--- config.mk ---
export PLATFORM = sky130hd
export DESIGN_NAME = adder_bist
export DESIGN_NICKNAME = d
export VERILOG_FILES = /design/src/rtl/adder_pkg.sv /design/src/rtl/bist_expect_pipe.sv /design/src/rtl/adder_bist.sv
export SDC_FILE = /design/constraint.sdc
export NUM_CORES = 1
export LEC_CHECK = 0
export ABC_AREA = 0
export CORE_ASPECT_RATIO = 1.2
export CORE_UTILIZATION = 40
export CTS_BUF_LIST = sky130_fd_sc_hd__clkbuf_16
export DETAILED_ROUTE_END_ITERATION = 8
export SKIP_CTS_REPAIR_TIMING = 1
export SLEW_MARGIN = 20
export SYNTH_ARGS = -nofsm -noshare
export SYNTH_HDL_FRONTEND = slang
export SYNTH_HIERARCHICAL = 1
export SYNTH_SLANG_ARGS = --single-unit
--- constraint.sdc ---
create_clock -name clk -period 2.5 [get_ports clk]
set_clock_uncertainty 0.15 [all_clocks]
set_input_delay 0.5 -clock clk [delete_from_list [all_inputs] [get_ports clk]]
set_output_delay 0.5 -clock clk [all_outputs]
set_load 0.02 [all_outputs]
--- src/rtl/adder_pkg.sv ---
// Shared widths, FSM state type and expected-sum helper for the adder BIST.
package adder_pkg;

    localparam int OP_W  = 4;
    localparam int SUM_W = 5;
    localparam int IDX_W = 9;
    localparam int ERR_W = 10;

    typedef enum logic [1:0] {
        IDLE  = 2'd0,
        RUN   = 2'd1,
        DRAIN = 2'd2,
        DONE  = 2'd3
    } bist_state_e;

    // Vector index layout is {c0, B, A}; bit 4 of the result is the carry-out.
    function automatic logic [SUM_W-1:0] expected_sum(input logic [IDX_W-1:0] v);
        return {1'b0, v[3:0]} + {1'b0, v[7:4]} + {4'b0000, v[8]};
    endfunction

endpackage

--- src/rtl/bist_expect_pipe.sv ---
// Delay line carrying expected sum, valid bit and vector index so each
// expectation meets the adder result it belongs to.
module bist_expect_pipe #(
    parameter int DEPTH = 3,
    parameter int DW    = 5,
    parameter int IW    = 9
) (
    input  logic          clk,
    input  logic          rst_n,
    input  logic          i_valid,
    input  logic [DW-1:0] i_exp,
    input  logic [IW-1:0] i_idx,
    output logic          o_valid,
    output logic [DW-1:0] o_exp,
    output logic [IW-1:0] o_idx
);

    logic          r_valid [DEPTH];
    logic [DW-1:0] r_exp   [DEPTH];
    logic [IW-1:0] r_idx   [DEPTH];

    always_ff @(posedge clk or negedge rst_n) begin
        if (!rst_n) begin
            for (int i = 0; i < DEPTH; i++) begin
                r_valid[i] <= 1'b0;
                r_exp[i]   <= '0;
                r_idx[i]   <= '0;
            end
        end else begin
            r_valid[0] <= i_valid;
            r_exp[0]   <= i_exp;
            r_idx[0]   <= i_idx;
            for (int i = 1; i < DEPTH; i++) begin
                r_valid[i] <= r_valid[i-1];
                r_exp[i]   <= r_exp[i-1];
                r_idx[i]   <= r_idx[i-1];
            end
        end
    end

    assign o_valid = r_valid[DEPTH-1];
    assign o_exp   = r_exp[DEPTH-1];
    assign o_idx   = r_idx[DEPTH-1];

endmodule

--- src/rtl/adder_bist.sv ---
// BIST controller: sweeps every {c0,B,A} vector into the pipelined adder and
// checks each registered sum against a delayed expected value.
module adder_bist
    import adder_pkg::*;
#(
    parameter int VECTORS = 512,
    parameter int LATENCY = 2
) (
    input  logic              clk,
    input  logic              rst_n,
    input  logic              vdd,
    input  logic              gnd,
    input  logic              start,
    output logic [OP_W-1:0]   A_o,
    output logic [OP_W-1:0]   B_o,
    output logic              c0_o,
    input  logic [SUM_W-1:0]  S_i,
    output logic              busy,
    output logic              done,
    output logic              pass,
    output logic [ERR_W-1:0]  err_count,
    output logic [IDX_W-1:0]  first_fail_vec,
    output bist_state_e       o_dbg_state
);

    localparam logic [IDX_W:0]   N_VEC    = (IDX_W+1)'(VECTORS);
    localparam logic [IDX_W-1:0] LAST_IDX = IDX_W'(VECTORS - 1);
    localparam logic [ERR_W-1:0] ERR_MAX  = '1;

    bist_state_e      r_state, w_state_next;
    logic [IDX_W:0]   r_vec;
    logic [OP_W-1:0]  r_a, r_b;
    logic             r_c0_pend, r_c0;
    logic [ERR_W-1:0] r_err;
    logic [IDX_W-1:0] r_first;

    logic             w_issue, w_clear, w_last_cmp, w_mismatch;
    logic [IDX_W-1:0] w_issue_idx;
    logic             w_pipe_valid;
    logic [SUM_W-1:0] w_pipe_exp;
    logic [IDX_W-1:0] w_pipe_idx;
    logic             w_unused;

    assign w_unused = vdd ^ gnd;

    bist_expect_pipe #(
        .DEPTH (LATENCY + 1),
        .DW    (SUM_W),
        .IW    (IDX_W)
    ) u_pipe (
        .clk     (clk),
        .rst_n   (rst_n),
        .i_valid (w_issue),
        .i_exp   (expected_sum(w_issue_idx)),
        .i_idx   (w_issue_idx),
        .o_valid (w_pipe_valid),
        .o_exp   (w_pipe_exp),
        .o_idx   (w_pipe_idx)
    );

    assign w_last_cmp = w_pipe_valid && (w_pipe_idx == LAST_IDX);
    assign w_mismatch = w_pipe_valid && (S_i != w_pipe_exp);

    always_ff @(posedge clk or negedge rst_n) begin
        if (!rst_n) r_state <= IDLE;
        else        r_state <= w_state_next;
    end

    always_comb begin
        w_state_next = r_state;
        w_issue      = 1'b0;
        w_issue_idx  = '0;
        w_clear      = 1'b0;
        case (r_state)
            IDLE, DONE: begin
                if (start) begin
                    w_state_next = RUN;
                    w_issue      = 1'b1;
                    w_clear      = 1'b1;
                end
            end
            RUN: begin
                if (r_vec < N_VEC) begin
                    w_issue     = 1'b1;
                    w_issue_idx = r_vec[IDX_W-1:0];
                end else if (w_last_cmp) begin
                    w_state_next = DONE;
                end else begin
                    w_state_next = DRAIN;
                end
            end
            DRAIN: begin
                if (w_last_cmp) w_state_next = DONE;
            end
            default: w_state_next = IDLE;
        endcase
    end

    // c0 lags A/B by one edge to line up with the adder's internal A/B registers.
    always_ff @(posedge clk or negedge rst_n) begin
        if (!rst_n) begin
            r_vec     <= '0;
            r_a       <= '0;
            r_b       <= '0;
            r_c0_pend <= 1'b0;
            r_c0      <= 1'b0;
        end else begin
            r_c0 <= r_c0_pend;
            if (w_issue) begin
                r_vec     <= {1'b0, w_issue_idx} + 1'b1;
                r_a       <= w_issue_idx[3:0];
                r_b       <= w_issue_idx[7:4];
                r_c0_pend <= w_issue_idx[8];
            end else begin
                r_a       <= '0;
                r_b       <= '0;
                r_c0_pend <= 1'b0;
            end
        end
    end

    always_ff @(posedge clk or negedge rst_n) begin
        if (!rst_n) begin
            r_err   <= '0;
            r_first <= '0;
        end else if (w_clear) begin
            r_err   <= '0;
            r_first <= '0;
        end else if (w_mismatch) begin
            if (r_err != ERR_MAX) r_err <= r_err + 1'b1;
            if (r_err == '0)      r_first <= w_pipe_idx;
        end
    end

    assign A_o            = r_a;
    assign B_o            = r_b;
    assign c0_o           = r_c0;
    assign busy           = (r_state == RUN) || (r_state == DRAIN);
    assign done           = (r_state == DONE);
    assign pass           = done && (r_err == '0);
    assign err_count      = r_err;
    assign first_fail_vec = r_first;
    assign o_dbg_state    = r_state;

endmodule
==> out/results.ini, run 1 <==
[global_route]
first_global_vias=2165
grt_antenna_before_repair=0
grt_pass1_wl_um=10300
grt_start_max_net_pins=54
overflow=0
grt_util_all_layers_pct=14.6

[synthesis]
async_flop_share_pct=100
synth_edf_count=0
synth_area_um2=3550
syn_inst=290
synth_seq_area_share_pct=60.5
yosysUniqueCellTypes=52
ys_ff_latch=86
yosysWarnings=6
ys.flop_type=dfrtp_1
syn_area_per_cell_um2=12.3
syn_nets=311

[finish]
layout-drive-gt1-share_pct=18.2
syn2layout_area_growth_pct=24.1
instances_no_fill=458
fillers=784
antenna_cells=0
finalNetCount=358
layout_commonest_cell=dfrtp_1
layout_common_cells=dfrtp_1 (84), clkdlybuf4s50_1 (37), nand2_1 (22)

[sta]
fmax_ghz=0.422
hold_viol=33
holdWs_ns=-0.0422
rsz0062_at_grt=false
setup_slack_ns=0.131
tightest_slew_ns=0.478
setup_viol_count_final=0
relSlewSlack_pct=68.1
fin_tns_setup_ns=0
fin_crit_sh_pct=94.8
min_period_ns=2.37
slew_viol_final=0

[detailed_routing]
drtIter0Drc=92
vias=2161
drc=0
wire_per_inst_um=13.1
drt_wl_total_um=5990
firstDrtPassIters=4
antenna_left=0
avgViaCountPerCell=4.72

[placement]
port_buffers=40
routabilityCongestion=0.810
dpl_worst_slack_ns=0.0933
hpwl_um=4200
dp_cells=443

[clock_network]
clk_path_buf_depth=2
ctsHtreeMaxLevel=3
cts_tree=yes
cts_root_buf=clkbuf_16
cts_made_buffers=9
clock_sinks=86
clk_pin_slew_worst_paths_ns=0.06
insertion_delay_ns=0.33

[floorplanning]
io_pins=43
start_util_pct=41.3
die_w_um=88.1
die_h_um=105
rows=37
core-area_um2=8610
die_area_um2=9270

[power_and_ir_drop]
p_leak_nw=2.14
vdd_drop_max_uv=409
p_total_mw=2.89
power_density_nw_per_um2=654

[run_status]
status=finished, violations left
violations=negative hold slack

[worst_setup_path]
critical_path_required_ns=2.57
cp_common_cell=a21o_1
cp.arrival_ns=2.43
worstPathCellList=ha_2, nor2b_4, and2_1, ha_1, a31o_2, fa_2, a21o_1, a21o_1
startpoint_type=register
crit_path_end_kind=register
cpPeakStageDelay_ns=0.40
cpMaxStageDelayCell=dfrtp_2
crit_fanout=9
critical_path_class=reg2reg

[hold_path]
hp-class=in2async

[run]
max-cap-violations=0

## final cells by class
cell class,count,area [µm²],share of cell area [%]
flip-flops and latches,86,2150,48.9
multi-input cells,168,1200,27.2
clock buffers,9,225,5.11
repair buffers,56,536,12.1
well taps,117,146,3.32
clock inverters,6,87.6,1.99
inverters,16,60.1,1.36
## report_power, final
part / internal [mW] / switching [mW]
sequential: 1.40 / 0.00883
combinational: 0.0373 / 0.0588
clock: 0.866 / 0.516
total: 2.30 / 0.584
## layer usage
| metal | GRT usage [%] | vias up | part of all wire, % |
|---|---|---|---|
| met4 | 6.22 | 0 | 1.5 |
| met2 | 23.9 | 34 | 52 |
| met5 | 0 | - | 0 |
| li1 | - | 1067 | - |
| met3 | 3.05 | 7 | 3.0 |
| met1 | 18.5 | 1053 | 44 |
## logic make-up after synthesis
group	share of synthesized area, %
and+or+nand+nor	16.1
DFF	60.5
AOI/OAI and AO/OA	9.79
buffers and inverters	5.95
xor gates and xnor gates	2.96
adders and majority gates	4.08
muxes	0.598
## synthesized netlist by cell type, drive strengths merged (2+ instances only)
| cell | count | share of area, % |
|---|---|---|
| and2 | 14 | 2.7 |
| a31o | 2 | 0.49 |
| nand4 | 5 | 1.5 |
| and3 | 2 | 0.35 |
| nor3 | 6 | 1.5 |
| nand3 | 19 | 2.7 |
| a21oi | 14 | 2.4 |
| dfrtp | 86 | 61 |
| buf | 18 | 4.0 |
| a21o | 8 | 1.7 |
| o21ai | 14 | 2.0 |
| nor4b | 2 | 1.3 |
| nor2b | 2 | 0.42 |
| xnor2 | 6 | 1.5 |
| nor2 | 15 | 1.7 |
| a211oi | 3 | 1.1 |
| or3 | 2 | 0.35 |
| xor2 | 6 | 1.5 |
| nand2 | 22 | 2.3 |
| inv | 16 | 1.7 |
| ha | 10 | 3.5 |
| clkbuf | 2 | 0.21 |
## flip-flops by register name, indices dropped and copies added (netlist names)
signal / count
u_pipe/r_idx: 18
err_count: 10
r_vec: 10
u_pipe/r_exp: 10
first_fail_vec: 9
u_pipe/o_idx: 9
u_pipe/o_exp: 5
A_o: 4
B_o: 4
o_dbg_state: 2
u_pipe/r_valid: 2
c0_o: 1
r_c0_pend: 1
u_pipe/o_valid: 1
## through the flow
| stage | instance area [µm²] | utilization, % |
|---|---|---|
| floorplan | 3560 | - |
| global placement | 4090 | 47.5 |
| detailed placement | 4090 | 47.5 |
| CTS | 4400 | 51.1 |
| global route | 4410 | 51.2 |
| finish | 4410 | 51.2 |
## final timing paths
check / from / to / slack, ns / depth (start not counted)
min in group clk: u_pipe/r_idx[17]$_DFF_PN0_ / u_pipe/o_idx[8]$_DFF_PN0_ / 0.19 / 0
max in group asynchronous: rst_n / o_dbg_state[1]$_DFFE_PN0P_ / 1.60 / 2
worst min-delay path: rst_n / first_fail_vec[2]$_DFFE_PN0P_ / -0.04 / 1
worst max-delay path: o_dbg_state[0]$_DFFE_PN0P_ / u_pipe/r_exp[14]$_DFF_PN0_ / 0.13 / 8
worst max register to register: o_dbg_state[0]$_DFFE_PN0P_ / u_pipe/r_exp[14]$_DFF_PN0_ / 0.13 / 8
worst min register to register: u_pipe/r_idx[17]$_DFF_PN0_ / u_pipe/o_idx[8]$_DFF_PN0_ / 0.19 / 0
## critical path: cells and delay by family, from the launching register on
family | cells | cell delay, ns
AO/OA/AOI/OAI | 3 | 0.60
AND/OR/NAND/NOR | 2 | 0.36
adder cells (fa/ha/maj) | 3 | 0.76
flip-flops | 1 | 0.40
Power figures use the tool's default switching activity.
==> run 2, diff against run 1 <==
CORE_MARGIN = 5   (was default)
RECOVER_POWER = 100   (was default)
==> out/results.ini, run 2 (same netlist as run 1, synthesis figures left out) <==
[worst_setup_path]
cpMaxStageDelayCell=dfrtp_2
critical_path_required_ns=2.57
cp_top_family=adder cells
rrSetupSlack_ns=0.14
critical_path_class=reg2reg
startpoint_type=register
cp_common_cell=a21o_1
crit_path_end_kind=register
cp.buffers_inverters=1
cpPeakStageDelay_ns=0.39
cp.arrival_ns=2.43
crit_fanout=9
worstPathCellList=inv_1, ha_2, nor2b_4, and2_0, ha_1, a31o_2, fa_2, a21o_1, a21o_1

[clock_network]
cts_made_buffers=9
ctsHtreeMaxLevel=3
cts_tree=yes
clk_path_buf_depth=2
clock_sinks=86
insertion_delay_ns=0.33
cts_root_buf=clkbuf_16
clk_pin_slew_worst_paths_ns=0.06

[finish]
final_area_um2=4270
layout-drive-gt1-share_pct=15.3
layout_common_cells=dfrtp_1 (84), dlygate4sd3_1 (31), nand2_1 (22)
syn2layout_area_growth_pct=20.2
layout_commonest_cell=dfrtp_1
largest_reg_flops=18
antenna_cells=0
instances_no_fill=456
finalNetCount=355
fillers=801
regMostFlops=u_pipe/r_idx

[floorplanning]
core-area_um2=8610
io_pins=43
rows=37
start_util_pct=41.3
die_area_um2=10900
die_h_um=113
die_w_um=96.1

[sta]
hold_viol=0
rsz0062_at_grt=false
tightest_slew_ns=1.00
fmax_ghz=0.423
slew_viol_final=0
holdWs_ns=0.188
fin_crit_sh_pct=94.6
setup_viol_count_final=0
min_period_ns=2.36
relSlewSlack_pct=33.1

[global_route]
busiest_layer=met2
first_global_vias=2264
grt_start_max_net_pins=48
grt_use_met3_pct=3.86
met2_usage_pct=20.6
grt_util_all_layers_pct=12.9
grt_util_met1_pct=16.0
grt_antenna_before_repair=0
grt_pass1_wl_um=10800
overflow=0

[power_and_ir_drop]
p_comb_share_pct=3.1
vdd_drop_max_uv=399
p_int_mw=2.20
switching_share_pct=20.9
clockPowerShare_pct=46.1
p_seq_share_pct=50.7
p_leak_nw=2.13
switchingPower_mw=0.578
p_total_mw=2.77
power_density_nw_per_um2=649

[detailed_routing]
vias=2152
drt_wl_total_um=6090
antenna_left=0
drtIter0Drc=70
wire_per_inst_um=13.4
avgViaCountPerCell=4.72
drc=0
firstDrtPassIters=4

[run]
max-cap-violations=0

[placement]
routabilityCongestion=0.799
hpwl_um=4340
port_buffers=40
dp_cells=440
place_area_um2=4070

[hold_path]
hp-class=in2async

[run_status]
status=completed

[run 2: changes by cell type in the layout (fill, tap and decap cells not counted), moves of 2 or more]
cell,change
and2_0,+3
and2_1,-3
buf_4,-8
clkbuf_1,+6
clkdlybuf4s50_1,-31
clkinv_2,+2
clkinvlp_4,-2
dlygate4sd3_1,+31
dlymetal6s2s_1,-2
[run 2: power by group through the flow]
stage | sequential (mW) | combinational (mW) | clock (mW)
finish | 1.41 | 0.0873 | 1.28
global route | 1.41 | 0.101 | 1.39
CTS | 1.41 | 0.0995 | 1.31
detailed placement | 1.43 | 0.0992 | 0
global placement | 1.43 | 0.0984 | 0
floorplan | 1.44 | 0.0301 | 0
[run 2: layout make-up]
| type | count | area [µm²] | share of cell area, % |
|---|---|---|---|
| inverter | 16 | 60.1 | 1.41 |
| sequential | 86 | 2150 | 50.4 |
| tap | 117 | 146 | 3.43 |
| clock buffer | 9 | 225 | 5.27 |
| timing repair buffer | 53 | 463 | 10.8 |
| clock inverter | 7 | 65.1 | 1.52 |
| multi-input combinational | 168 | 1160 | 27.1 |
[run 2: routing by layer]
| layer | vias to the layer above | routed length [µm] |
|---|---|---|
| met1 | 1052 | 2570 |
| met4 | 0 | 110 |
| met5 | - | 0 |
| met3 | 9 | 250 |
| li1 | 1062 | - |
| met2 | 29 | 3160 |
[run 2: path summary, 6_finish.rpt]
| kind | cells past startpoint | startpoint | endpoint |
|---|---|---|---|
| max | 9 | o_dbg_state[1]$_DFFE_PN0P_ | u_pipe/r_exp[14]$_DFF_PN0_ |
| min | 1 | rst_n | A_o[3]$_DFF_PN0_ |
| max reg2reg | 9 | o_dbg_state[1]$_DFFE_PN0P_ | u_pipe/r_exp[14]$_DFF_PN0_ |
| min reg2reg | 0 | u_pipe/r_idx[18]$_DFF_PN0_ | u_pipe/r_idx[9]$_DFF_PN0_ |
| max in group asynchronous | 2 | rst_n | u_pipe/r_idx[13]$_DFF_PN0_ |
| min in group clk | 0 | u_pipe/r_idx[18]$_DFF_PN0_ | u_pipe/r_idx[9]$_DFF_PN0_ |
[run 2: per-stage QoR]
step                setup TNS [ns]  worst slack (ns)  util, %
floorplan                        0            0.0316        -
global placement                 0             0.102     47.2
detailed placement               0            0.0743     47.2
CTS                         -0.258            -0.194     50.6
global route                     0            0.0171     49.6
finish                           0             0.136     49.6
==> run 3, diff against run 2 <==
CORE_MARGIN = 3   (was 5)
==> out/results.ini, run 3 (same netlist as run 1, synthesis figures left out) <==
[power_and_ir_drop]
vdd_drop_max_uv=331
p_leak_nw=2.16
power_density_nw_per_um2=673

[detailed_routing]
met2_length_um=2900
wire_per_inst_um=13.0
dr_wl_met3_um=167
firstDrtPassIters=4
wl_met1_um=2750
drtIter0Drc=101
drc=0
antenna_left=0
top_layer=met4
vias=2127
drt_wl_total_um=5960
avgViaCountPerCell=4.64

[placement]
routabilityCongestion=0.798
hpwl_um=4210
port_buffers=40

[clock_network]
clock_sinks=86
cts_tree=yes
ctsHtreeMaxLevel=3
cts_made_buffers=9
clk_pin_slew_worst_paths_ns=0.06
clk_path_buf_depth=2
cts_root_buf=clkbuf_16
insertion_delay_ns=0.33

[sta]
min_period_ns=2.39
rsz0062_at_grt=false
fin_tns_setup_ns=0
hold_viol=0
setup_viol_count_final=0
holdWs_ns=0.197
slew_viol_final=0
tightest_slew_ns=0.749
fmax_ghz=0.419
fin_crit_sh_pct=95.4
relSlewSlack_pct=50.0

[worst_setup_path]
cpPeakStageDelay_ns=0.44
timing.rr.start=o_dbg_state[0]$_DFFE_PN0P_
rr_endpoint=u_pipe/r_exp[14]$_DFF_PN0_
cp_top_family=adder cells
cp.buffers_inverters=0
critical_path_required_ns=2.57
rr_worst_depth=8
crit_start=o_dbg_state[0]$_DFFE_PN0P_
startpoint_type=register
cp_common_cell=a21o_1
critical_path_class=reg2reg
crit_fanout=6
crit_path_end_kind=register
cp.arrival_ns=2.46
worstPathCellList=ha_2, nor2b_2, and2_1, ha_1, a31o_2, fa_2, a21o_1, a21o_1
rrSetupSlack_ns=0.11
cpMaxStageDelayCell=dfrtp_2

[floorplanning]
start_util_pct=41.3
die_area_um2=10100
io_pins=43
die_w_um=92.1
core-area_um2=8610
rows=37
die_h_um=109

[finish]
regMostFlops=u_pipe/r_idx
layout_common_cells=dfrtp_1 (84), dlygate4sd3_1 (33), nand2_1 (22)
layout-drive-gt1-share_pct=15.8
syn2layout_area_growth_pct=22.2
largest_reg_flops=18
layout_commonest_cell=dfrtp_1
finalNetCount=357
antenna_cells=0

[hold_path]
hp-class=reg2reg
whs_path_depth=0
min_from=u_pipe/r_idx[12]$_DFF_PN0_
hold_end=u_pipe/o_idx[3]$_DFF_PN0_

[global_route]
first_global_vias=2192
grt_util_all_layers_pct=13.2
grt_antenna_before_repair=0
overflow=0
grt_start_max_net_pins=59
grt_pass1_wl_um=10300

[run]
max-cap-violations=0

[run_status]
status=completed

[run 3: area by class of cell]
type | instances | area [µm²]
inverters | 16 | 60.1
clock inverters | 7 | 97.6
well taps | 117 | 146
multi-input cells | 168 | 1160
repair buffers | 55 | 499
flip-flops and latches | 86 | 2150
clock buffers | 9 | 225
fillers | 787 | 4270
[run 3: power breakdown]
group	total, mW	internal [mW]	switching (mW)
Sequential	1.41	1.40	0.00825
Clock	1.42	0.878	0.544
Combinational	0.0926	0.0348	0.0578
Total	2.92	2.31	0.610
[run 3: metal layers]
metal / up-vias / GRT usage, %
met3: 11 / 2.42
met2: 31 / 21.2
li1: 1066 / -
met1: 1019 / 17.1
met4: 0 / 7.43
met5: - / 0
[run 3: worst register-to-register path: cells and delay by family (launching register included)]
family                   cells  cell delay [ns]
adder cells (fa/ha/maj)      3             0.76
AND/OR/NAND/NOR              2             0.38
AO/OA/AOI/OAI                3             0.56
flip-flops                   1             0.44
[run 3: stage by stage]
step	setup slack (ns)	instances	power, mW	util (%)	cell area, µm²
after global placement	0.0986	441	1.53	47.3	4070
after detailed placement	0.0531	441	1.53	47.3	4070
after floorplan	0.0316	290	1.47	-	3560
after CTS	-0.183	457	2.95	51.0	4400
final	0.115	458	2.92	50.4	4340
after global routing	0.0121	458	3.02	50.4	4340
[run 3: worst max path at each step]
stage                                             to  depth (start not counted)
final                     u_pipe/r_exp[14]$_DFF_PN0_                          8
after global placement      err_count[4]$_DFFE_PN0P_                          6
after detailed placement    err_count[4]$_DFFE_PN0P_                          6
after global routing            r_vec[8]$_DFFE_PN0N_                          9
after floorplan           u_pipe/r_exp[14]$_DFF_PN0_                          9
after CTS                                       pass                          5
